`src/rtl/bcd_pkg.sv`:
```
// Shared constants and types for the binary-to-BCD conversion path.
// Latency: n/a (declarations only).
// Backpressure: n/a.
package bcd_pkg;

  localparam int DIGIT_W    = 4;
  localparam int NUM_DIGITS = 4;
  localparam int MAX_BIN_W  = 13;
  localparam int SCR_W      = DIGIT_W * NUM_DIGITS;

  typedef logic [DIGIT_W-1:0] bcd_digit_t;

endpackage

```
`src/rtl/bcd_add3.sv`:
```
// Double-dabble digit correction: adds 3 to a BCD digit of 5 or more.
// Latency: purely combinational.
// Backpressure: none.
module bcd_add3
  import bcd_pkg::*;
(
  input  bcd_digit_t din,
  output bcd_digit_t dout
);

  // A digit >= 5 would become >= 10 after the next shift, so pre-bias it by 3.
  always_comb begin
    dout = din;
    if (din >= bcd_digit_t'(5)) begin
      dout = din + bcd_digit_t'(3);
    end
  end

endmodule

```
`src/rtl/bcd_converter.sv`:
```
// Two-stage pipelined binary-to-BCD converter (shift and add-3), four packed digits out.
// Latency: 2 clocks from sample to output, one conversion per clock.
// Backpressure: none; downstream must accept every result.
module bcd_converter
  import bcd_pkg::*;
#(
  parameter int BIN_W = 13
) (
  input  logic               clk,
  input  logic               rst_n,
  input  logic               in_valid,
  input  logic [BIN_W-1:0]   binary,
  output logic               out_valid,
  output logic [DIGIT_W-1:0] thousands,
  output logic [DIGIT_W-1:0] hundreds,
  output logic [DIGIT_W-1:0] tens,
  output logic [DIGIT_W-1:0] ones
);

  // Widths above 13 bits could exceed 9999 and would not fit four digits.
  if (BIN_W < 4 || BIN_W > MAX_BIN_W) begin : g_bad_width
    $error("bcd_converter: BIN_W must be within 4..13");
  end

  logic [BIN_W-1:0] bin_r;
  logic             valid_r;
  logic [SCR_W-1:0] result;

  // Stage 1: capture the operand and its valid flag together so they never skew.
  always_ff @(posedge clk) begin
    if (!rst_n) begin
      bin_r   <= '0;
      valid_r <= 1'b0;
    end else begin
      bin_r   <= binary;
      valid_r <= in_valid;
    end
  end

  // Unrolled double-dabble: one generate block per input bit, MSB first.
  for (genvar it = 0; it < BIN_W; it++) begin : g_iter
    logic [SCR_W-1:0] cur;
    logic [SCR_W-1:0] adj;
    logic [SCR_W-1:0] nxt;
    // The top scratch bit is always zero before a shift since 8191 fits in four digits.
    logic             unused_msb;

    if (it == 0) begin : g_first
      assign cur = '0;
    end else begin : g_chain
      assign cur = g_iter[it-1].nxt;
    end

    for (genvar d = 0; d < NUM_DIGITS; d++) begin : g_dig
      bcd_add3 u_add3 (
        .din  (cur[d*DIGIT_W +: DIGIT_W]),
        .dout (adj[d*DIGIT_W +: DIGIT_W])
      );
    end

    assign nxt        = {adj[SCR_W-2:0], bin_r[BIN_W-1-it]};
    assign unused_msb = adj[SCR_W-1];
  end

  assign result = g_iter[BIN_W-1].nxt;

  // Stage 2: digits follow every cycle regardless of valid; only out_valid tracks the qualifier.
  always_ff @(posedge clk) begin
    if (!rst_n) begin
      out_valid <= 1'b0;
      thousands <= '0;
      hundreds  <= '0;
      tens      <= '0;
      ones      <= '0;
    end else begin
      out_valid <= valid_r;
      thousands <= result[3*DIGIT_W +: DIGIT_W];
      hundreds  <= result[2*DIGIT_W +: DIGIT_W];
      tens      <= result[1*DIGIT_W +: DIGIT_W];
      ones      <= result[0*DIGIT_W +: DIGIT_W];
    end
  end

endmodule

```
`config.mk`:
```
export PLATFORM = sky130hd
export DESIGN_NAME = bcd_converter
export DESIGN_NICKNAME = d
export VERILOG_FILES = /design/src/rtl/bcd_pkg.sv /design/src/rtl/bcd_add3.sv /design/src/rtl/bcd_converter.sv
export SDC_FILE = /design/constraint.sdc
export NUM_CORES = 1
export LEC_CHECK = 0
export BUFFER_PORTS_ARGS = -buffer_cell sky130_fd_sc_hd__buf_2
export CORE_MARGIN = 2
export CORE_UTILIZATION = 34
export DETAILED_ROUTE_END_ITERATION = 6
export GPL_TIMING_DRIVEN = 0
export HOLD_SLACK_MARGIN = 0.08
export PLACE_DENSITY = 0.62
export SLEW_MARGIN = 20
export SYNTH_ARGS = -nofsm -noshare
export SYNTH_HDL_FRONTEND = slang
export SYNTH_SLANG_ARGS = --single-unit
```
`constraint.sdc`:
```
create_clock -name clk -period 15.9 [get_ports clk]
set_input_delay 3.18 -clock clk [delete_from_list [all_inputs] [get_ports clk]]
set_output_delay 3.18 -clock clk [all_outputs]
set_load 0.02 [all_outputs]
```
==> impl_metrics.yaml, run 1 <==
timing:
  maxSlewViolCount: 0
  slew_headroom_pct: 47.2
  finalHoldViolCount: 0
  fmax_mhz: 104
  rsz0062_at_grt: "false"
  clock_skew_ps: 5.61
  setup_viol: 0
  worst_pin_slew_ps: 788
  min_period_ps: 9610
  fin_crit_sh_pct: 60.4
  fin_tns_setup_ps: 0
yosys:
  syn_inst: 527
  yosys_most_used_dff: "dfxtp_1"
  synth_top_area_cell: "dfxtp_1"
  ys_ff_latch: 31
  ys_top_cells_by_area: "dfxtp_1 (15%), ha_1 (6.5%), nor2_1 (4.8%)"
  syn_nets: 564
  ys_async_sr_fraction_pct: 0
  synth_edf_count: 0
  synth-seq-area-share_pct: 15.4
  synth_area_um2: 4020
  synth_cell_type_count: 93
  yosysWarnings: 0
  synth_area_per_cell_um2: 7.63
  synth_top_area_share_pct: 15.4
die:
  die_area_um2: 12700
  placeableCoreArea_um2: 11500
  fp.dieH_um: 113
  start_util_pct: 35.1
  rows: 39
  io_pins: 33
  die_x_um: 113
final_layout:
  nFillCells: 1185
  drive_gt1_share_pct: 17.8
  insertedDiodeCount: 0
  utilization_pct: 39.5
  areaGrowthSynthToFinish_pct: 12.6
  fin_nets: 603
critical_path:
  reg2reg_depth: 43
  worstPathRequired_ps: 16090
  endpoint_kind: "flop"
  cpPeakStageDelay_ps: 440
  path_max_fanout: 9
  arrival_ps: 9800
  cpLargestDelayFamily: "adder cells"
  cpMostUsedCell: "ha_1"
  path_buf_inv: 5
  critical_path.slowest_cell: "dfxtp_1"
  cp.depth: 43
  crit_type: "reg -> reg"
  crit_path_start_kind: "flop"
grt:
  grt_pass1_wl_um: 17900
  grt_max_degree: 12
  grt_pass1_vias: 3832
  antenna_found_initial: 0
  grt-ovfl-total: 0
  grt_usage_pct: 16.4
job:
  cap_viol_max_count: 0
placed_design:
  dp_hpwl_um: 7750
  globalplace.congestion: 0.895
  portBuffers: 32
cts:
  cts_buffers: 5
  htreeDepth: 2
  clock_path_buffers: 2
  holdBufCountCts: 0
  clock_latency_ps: 280
  cts.clk_slew.worst_paths_ps: 60
  cts_tree: "done"
  root_buffer: "clkbuf_16"
  cts-resized-gates: 0
  clock-sinks: 31
  postCtsSetupBuffers: 0
detailed_routing:
  drt_iter0_drc: 170
  drt-pass1-iter-count: 4
  vias: 4116
  drc: 0
  wl_per_cell_um: 14.4
  drt-total-wl_um: 10200
  ant_nets: 0
  viasPerCell: 5.80
pwr:
  worst_ir_drop_vdd_mv: 0.189
  power_density_nw_per_um2: 264
  leakage_nw: 1.89
min_path:
  hold_depth: 1
  hp-class: "reg -> reg"
outcome:
  status: "completed"
[flip-flops by register name (all words and copies together), names as in the netlist]
name,flops
tens,4
out_valid,1
bin_r,13
ones,4
valid_r,1
hundreds,4
thousands,4
[kinds of logic after synthesis]
kind of cell,synth area share (%)
mux,6.56
flops,15.4
simple gates,25.4
fa+ha+maj,6.53
compound gates,37.2
buf+inv,4.79
xor+xnor,4.04
[metrics by stage]
stage          worst slack, ps  instance area (um2)  std cells  power (mW)  hold WS [ps]
2_1_floorplan             7750                 4020        527       0.922           412
6_report                  6290                 4530        710        1.20           438
3_3_place_gp              6700                 4360        702        1.04           417
4_1_cts                   6290                 4530        710        1.20           441
3_5_place_dp              6350                 4360        702        1.07           429
5_1_grt                   5350                 4530        710        1.33           457
[final cells by class]
| class | count | area [um2] | area share [%] |
|---|---|---|---|
| Clock buffer | 5 | 125 | 2.76 |
| Tap cell | 143 | 179 | 3.95 |
| Sequential cell | 31 | 621 | 13.7 |
| Buffer | 22 | 95.1 | 2.10 |
| Inverter | 26 | 97.6 | 2.15 |
| Multi-Input combinational cell | 448 | 3210 | 70.8 |
| Timing Repair Buffer | 32 | 160 | 3.54 |
| Clock inverter | 3 | 43.8 | 0.967 |
[path summary, 6_finish.rpt]
check                  from           end  slack, ps
setup / recovery  bin_r[10]  thousands[2]       6290
hold / removal     bin_r[0]       ones[0]        440
setup reg to reg  bin_r[10]  thousands[2]       6290
hold reg to reg    bin_r[0]       ones[0]        440
[Yosys cell counts (all sizes together), types with 8 or more instances]
library cell,number
a21o,10
clkbuf,16
nand2b,8
nor2,52
a221oi,8
mux2i,14
mux2,8
nand2,35
ha,21
xnor2,12
inv,23
a21oi,36
o211ai,11
a211oi,14
nand3,18
dfxtp,31
nor3,23
and2,25
o21ai,30
[placed cells by master, fill, tap and decap left out, types with 7 or more instances in the layout]
cell / Yosys / routed
ha_1: 21 / 21
xnor2_1: 10 / 10
nand3_1: 18 / 18
a31oi_1: 7 / 7
a211oi_1: 7 / 7
nand2b_1: 8 / 8
a21oi_1: 34 / 34
nor3_1: 21 / 21
and2_1: 23 / 23
a21o_1: 10 / 10
dfxtp_1: 31 / 31
clkbuf_1: 16 / 16
nor2_1: 51 / 51
buf_2: 4 / 36
o21ai_0: 23 / 23
mux2i_1: 13 / 13
o211ai_1: 10 / 10
o22ai_1: 7 / 7
nand2_1: 34 / 34
inv_1: 22 / 22
[power breakdown]
part,total [mW],internal [mW],switching [mW]
Clock,0.114,0.0739,0.0404
Combinational,0.982,0.414,0.568
Sequential,0.100,0.0958,0.00416
Total,1.20,0.584,0.613
[metal layers]
metal	vias up	routed length, um	track usage, %
met5	-	0	0
met4	0	112	3.98
met3	11	341	2.46
met2	86	4900	28.5
met1	1929	4890	21.6
li1	2090	-	-
No activity file was read; power rests on OpenSTA's default activity.
==> inputs of run 2 (changes only) <==
Settings changed: PLACE_DENSITY 0.62 to 0.64.
Clock period 15.9 ns to 8.1 ns, I/O delays scaled along.
==> run 2 against run 1 <==
  * First-iteration DRC count grew 49%
  * Count of clock-buffer cells in the layout did not move
  * Register-to-register slack got worse by 6100 ps
  * Non-clock buffer count grew 35
  * Final cell count rose by 4.9%
  * Via count is 5.3% higher
  * Critical path type unchanged
  * Critical endpoint is now tens[3]
==> impl_metrics.yaml, run 2 (synthesis results as in run 1) <==
outcome:
  status: "completed"
detailed_routing:
  drt-pass1-iter-count: 5
  drt-total-wl_um: 11100
  wl_per_cell_um: 14.8
  drt_iter0_drc: 254
  viasPerCell: 5.82
  drc: 0
  vias: 4336
  ant_nets: 0
final_layout:
  insertedDiodeCount: 0
  largest_reg_flops: 13
  mostFrequentLayoutCells: "nor2_1 (49), buf_2 (36), buf_4 (35), nand2_1 (31), dfxtp_1 (29)"
  top_register: "bin_r"
  final_common_cell: "nor2_1"
  fin_nets: 638
  areaGrowthSynthToFinish_pct: 29.5
  nFillCells: 1128
  drive_gt1_share_pct: 33.1
critical_path:
  cpPeakStageDelay_ps: 440
  endpoint_kind: "flop"
  worstPathRequired_ps: 8270
  crit_type: "reg -> reg"
  crit_path_start_kind: "flop"
  path_max_fanout: 9
  critical_path.slowest_cell: "or4_4"
  arrival_ps: 8060
job:
  cap_viol_max_count: 0
cts:
  cts.clk_slew.worst_paths_ps: 60
  cts_buffers: 5
  clock_path_buffers: 2
  htreeDepth: 2
  root_buffer: "clkbuf_16"
  clock-sinks: 31
  clock_latency_ps: 290
  cts_tree: "done"
grt:
  grt-ovfl-total: 0
  antenna_found_initial: 0
  grt_pass1_wl_um: 17500
  grt_max_degree: 12
  grt_usage_pct: 16.0
  grt_pass1_vias: 3932
die:
  rows: 39
  die_x_um: 113
  fp.dieH_um: 113
  placeableCoreArea_um2: 11500
  start_util_pct: 35.1
  io_pins: 33
  die_area_um2: 12700
placed_design:
  dp_hpwl_um: 7530
  portBuffers: 32
  place_ws_ps: -1270
  globalplace.congestion: 0.873
timing:
  slew_headroom_pct: 60.0
  worst_pin_slew_ps: 600
  setup_viol: 0
  fin_crit_sh_pct: 97.3
  clock_skew_ps: 8.76
  min_period_ps: 7880
  maxSlewViolCount: 0
  setup_slack_ps: 215
  fmax_mhz: 127
  finalHoldViolCount: 0
min_path:
  hp-class: "reg -> reg"
==> run 2: cell types whose count changed in the layout (fill, tap and decap cells not counted), sizes merged <==
cell,previous run,this run
inv,23,22
clkinvlp,0,1
buf,38,73
==> run 2: area by class of cell <==
| cell class | count | area [um2] | share of cell area [%] |
|---|---|---|---|
| multi-input combinational | 448 | 3610 | 69.4 |
| sequential | 31 | 626 | 12.0 |
| timing repair buffer | 67 | 423 | 8.12 |
| tap | 143 | 179 | 3.44 |
| clock buffer | 5 | 125 | 2.40 |
| inverter | 26 | 104 | 1.99 |
| buffer | 22 | 95.1 | 1.83 |
| clock inverter | 3 | 43.8 | 0.841 |
==> run 2: critical path: cells and delay by family (launching register included) <==
family	cells	cell delay, ps
DFF	1	360
buffers and inverters	8	590
AOI/OAI and AO/OA	13	2290
and+or+nand+nor	12	2340
muxes	2	410
xor gates and xnor gates	1	150
adders and majority gates	9	1610
==> run 2: worst paths after layout <==
path | startpoint | end | slack, ps | depth (start not counted)
setup / recovery | bin_r[11] | tens[3] | 220 | 45
hold / removal | valid_r | out_valid | 450 | 1
setup reg to reg | bin_r[11] | tens[3] | 220 | 45
hold reg to reg | valid_r | out_valid | 450 | 1
==> run 2: layer usage <==
layer / part of all wire (%) / global-route usage [%] / routed length (um)
met1: 46 / 20.9 / 5040
met5: 0 / 0 / 0
met4: 0.61 / 3.17 / 67
met2: 50 / 27.8 / 5480
met3: 4.3 / 2.68 / 474
==> run 2: timing repair <==
action	4_1_cts	5_1_grt
setup buffers	18	17
pin swaps	14	29
setup endpoints to repair	11	11
hold buffers	0	0
resized for setup	34	56
==> run 2: stage by stage <==
stage                     instances  hold WS (ps)  util (%)  setup TNS [ps]  cell area [um2]
after floorplan                 527           412         -               0             4020
after global placement          702           415      38.0          -10020             4360
after detailed placement        702           435      38.0          -12390             4360
after CTS                       728           457      42.1               0             4830
after global routing            745           475      45.4            -660             5210
final                           745           452      45.4               0             5210
Power of run 2 is not shown: default switching activity piles up to over one toggle a cycle in this logic, so the estimate is an artifact.
==> inputs of run 3 (changes only) <==
Settings changed: BUFFER_PORTS_ARGS -buffer_cell sky130_fd_sc_hd__buf_2 to not set, DONT_BUFFER_PORTS set to 1, PLACE_DENSITY 0.64 to 0.62.
==> run 3 against run 2 <==
  * Final area down 1.6%
  * Sequential cell count unchanged
  * Global-route usage up 0.88 points
  * Utilization down 0.72 points
  * Clock skew down 1.4 ps
==> impl_metrics.yaml, run 3 (synthesis results as in run 1) <==
detailed_routing:
  drt-pass1-iter-count: 5
  ant_nets: 0
  vias: 4327
  drt-total-wl_um: 11400
  drt_iter0_drc: 219
  wl_per_cell_um: 15.9
  viasPerCell: 6.01
  drc: 0
timing:
  min_period_ps: 7800
  setup_viol: 0
  fin_crit_sh_pct: 96.2
  setup_slack_ps: 304
  worst_pin_slew_ps: 585
  slew_headroom_pct: 61.0
  maxSlewViolCount: 0
  whs_ps: 436
  clock_skew_ps: 7.41
  finalHoldViolCount: 0
  fmax_mhz: 128
  fin_tns_setup_ps: 0
die:
  fp.dieH_um: 113
  start_util_pct: 35.1
  placeableCoreArea_um2: 11500
  die_area_um2: 12700
  io_pins: 33
  rows: 39
  die_x_um: 113
pwr:
  worst_ir_drop_vdd_mv: 0.342
  power_density_nw_per_um2: 532
  leakage_nw: 2.00
  power_mw: 2.72
cts:
  clock-sinks: 31
  cts.clk_slew.worst_paths_ps: 60
  clock_latency_ps: 290
  holdBufCountCts: 0
  cts_tree: "done"
  root_buffer: "clkbuf_16"
  cts_buffers: 5
  clock_path_buffers: 2
  htreeDepth: 2
critical_path:
  worstPathRequired_ps: 8270
  cpLargestDelayFamily: "simple AND/OR/NAND/NOR gates"
  path_buf_inv: 8
  cpMostUsedCell: "ha_4"
  arrival_ps: 7960
  cpPeakStageDelay_ps: 500
  crit_path_start_kind: "flop"
  critical_path.slowest_cell: "or4_4"
  endpoint_kind: "flop"
  crit_type: "reg -> reg"
  path_max_fanout: 8
grt:
  antenna_found_initial: 0
  grt_pass1_wl_um: 18200
  grt_max_degree: 12
  grt_usage_pct: 16.9
  grt-ovfl-total: 0
  grt_pass1_vias: 3967
final_layout:
  fin_nets: 613
  final_common_cell: "nor2_1"
  mostFrequentLayoutCells: "nor2_1 (48), buf_4 (42), nand2_1 (32), dfxtp_1 (29), a21oi_1 (25)"
  top_register: "bin_r"
  insertedDiodeCount: 0
  areaGrowthSynthToFinish_pct: 27.5
  drive_gt1_share_pct: 30.8
  largest_reg_flops: 13
placed_design:
  dp_hpwl_um: 7580
  globalplace.congestion: 0.866
  portBuffers: 0
  place_ws_ps: -1320
outcome:
  status: "completed"
job:
  cap_viol_max_count: 0
min_path:
  hp-class: "reg -> reg"
==> run 3: what timing repair did <==
action	in CTS	in global routing
hold endpoints to repair	0	0
setup buffers	16	26
endpoints found under the setup margin	11	11
resized for setup	46	54
pin swaps	13	25
==> run 3: where the power goes <==
group | internal [mW] | total (mW) | switching [mW]
combinational | 1.05 | 2.30 | 1.25
clock | 0.113 | 0.197 | 0.0833
sequential | 0.189 | 0.228 | 0.0392
==> run 3: worst register-to-register path, delay by kind of cell (launching register included) <==
| kind | cells | cell delay, ps |
|---|---|---|
| multiplexers | 2 | 550 |
| flip-flops | 1 | 360 |
| adder cells (fa/ha/maj) | 8 | 1510 |
| AND/OR/NAND/NOR | 12 | 2330 |
| buffers and inverters | 8 | 760 |
| AO/OA/AOI/OAI | 10 | 1510 |
| XOR/XNOR | 4 | 640 |
==> run 3: worst paths after layout <==
| check | start | end | slack (ps) | depth (start not counted) |
|---|---|---|---|---|
| setup / recovery | bin_r[10] | thousands[1] | 300 | 44 |
| hold / removal | bin_r[0] | ones[0] | 440 | 1 |
| setup reg to reg | bin_r[10] | thousands[1] | 300 | 44 |
| hold reg to reg | bin_r[0] | ones[0] | 440 | 1 |
==> run 3: through the flow <==
step / cell area [um2] / std cells / utilization (%)
2_1_floorplan: 4020 / 527 / -
3_3_place_gp: 4200 / 670 / 36.6
3_5_place_dp: 4200 / 670 / 36.6
4_1_cts: 4680 / 694 / 40.8
5_1_grt: 5130 / 720 / 44.7
6_report: 5130 / 720 / 44.7
==> run 3: layer usage <==
metal | up-vias | share of wire, % | global-route usage (%)
met5 | - | 0 | 0
met4 | 0 | 1.8 | 4.23
met3 | 26 | 5.2 | 3.48
met2 | 144 | 50 | 29.1
met1 | 2045 | 43 | 21.5
li1 | 2112 | - | -
==> run 3: layout make-up <==
type / instances / area, um2
Clock buffer: 5 / 125
Timing Repair Buffer: 42 / 315
Inverter: 26 / 103
Tap cell: 143 / 179
Clock inverter: 3 / 20.0
Multi-Input combinational cell: 448 / 3660
Fill cell: 1110 / 6340
Buffer: 22 / 95.1
Sequential cell: 31 / 628
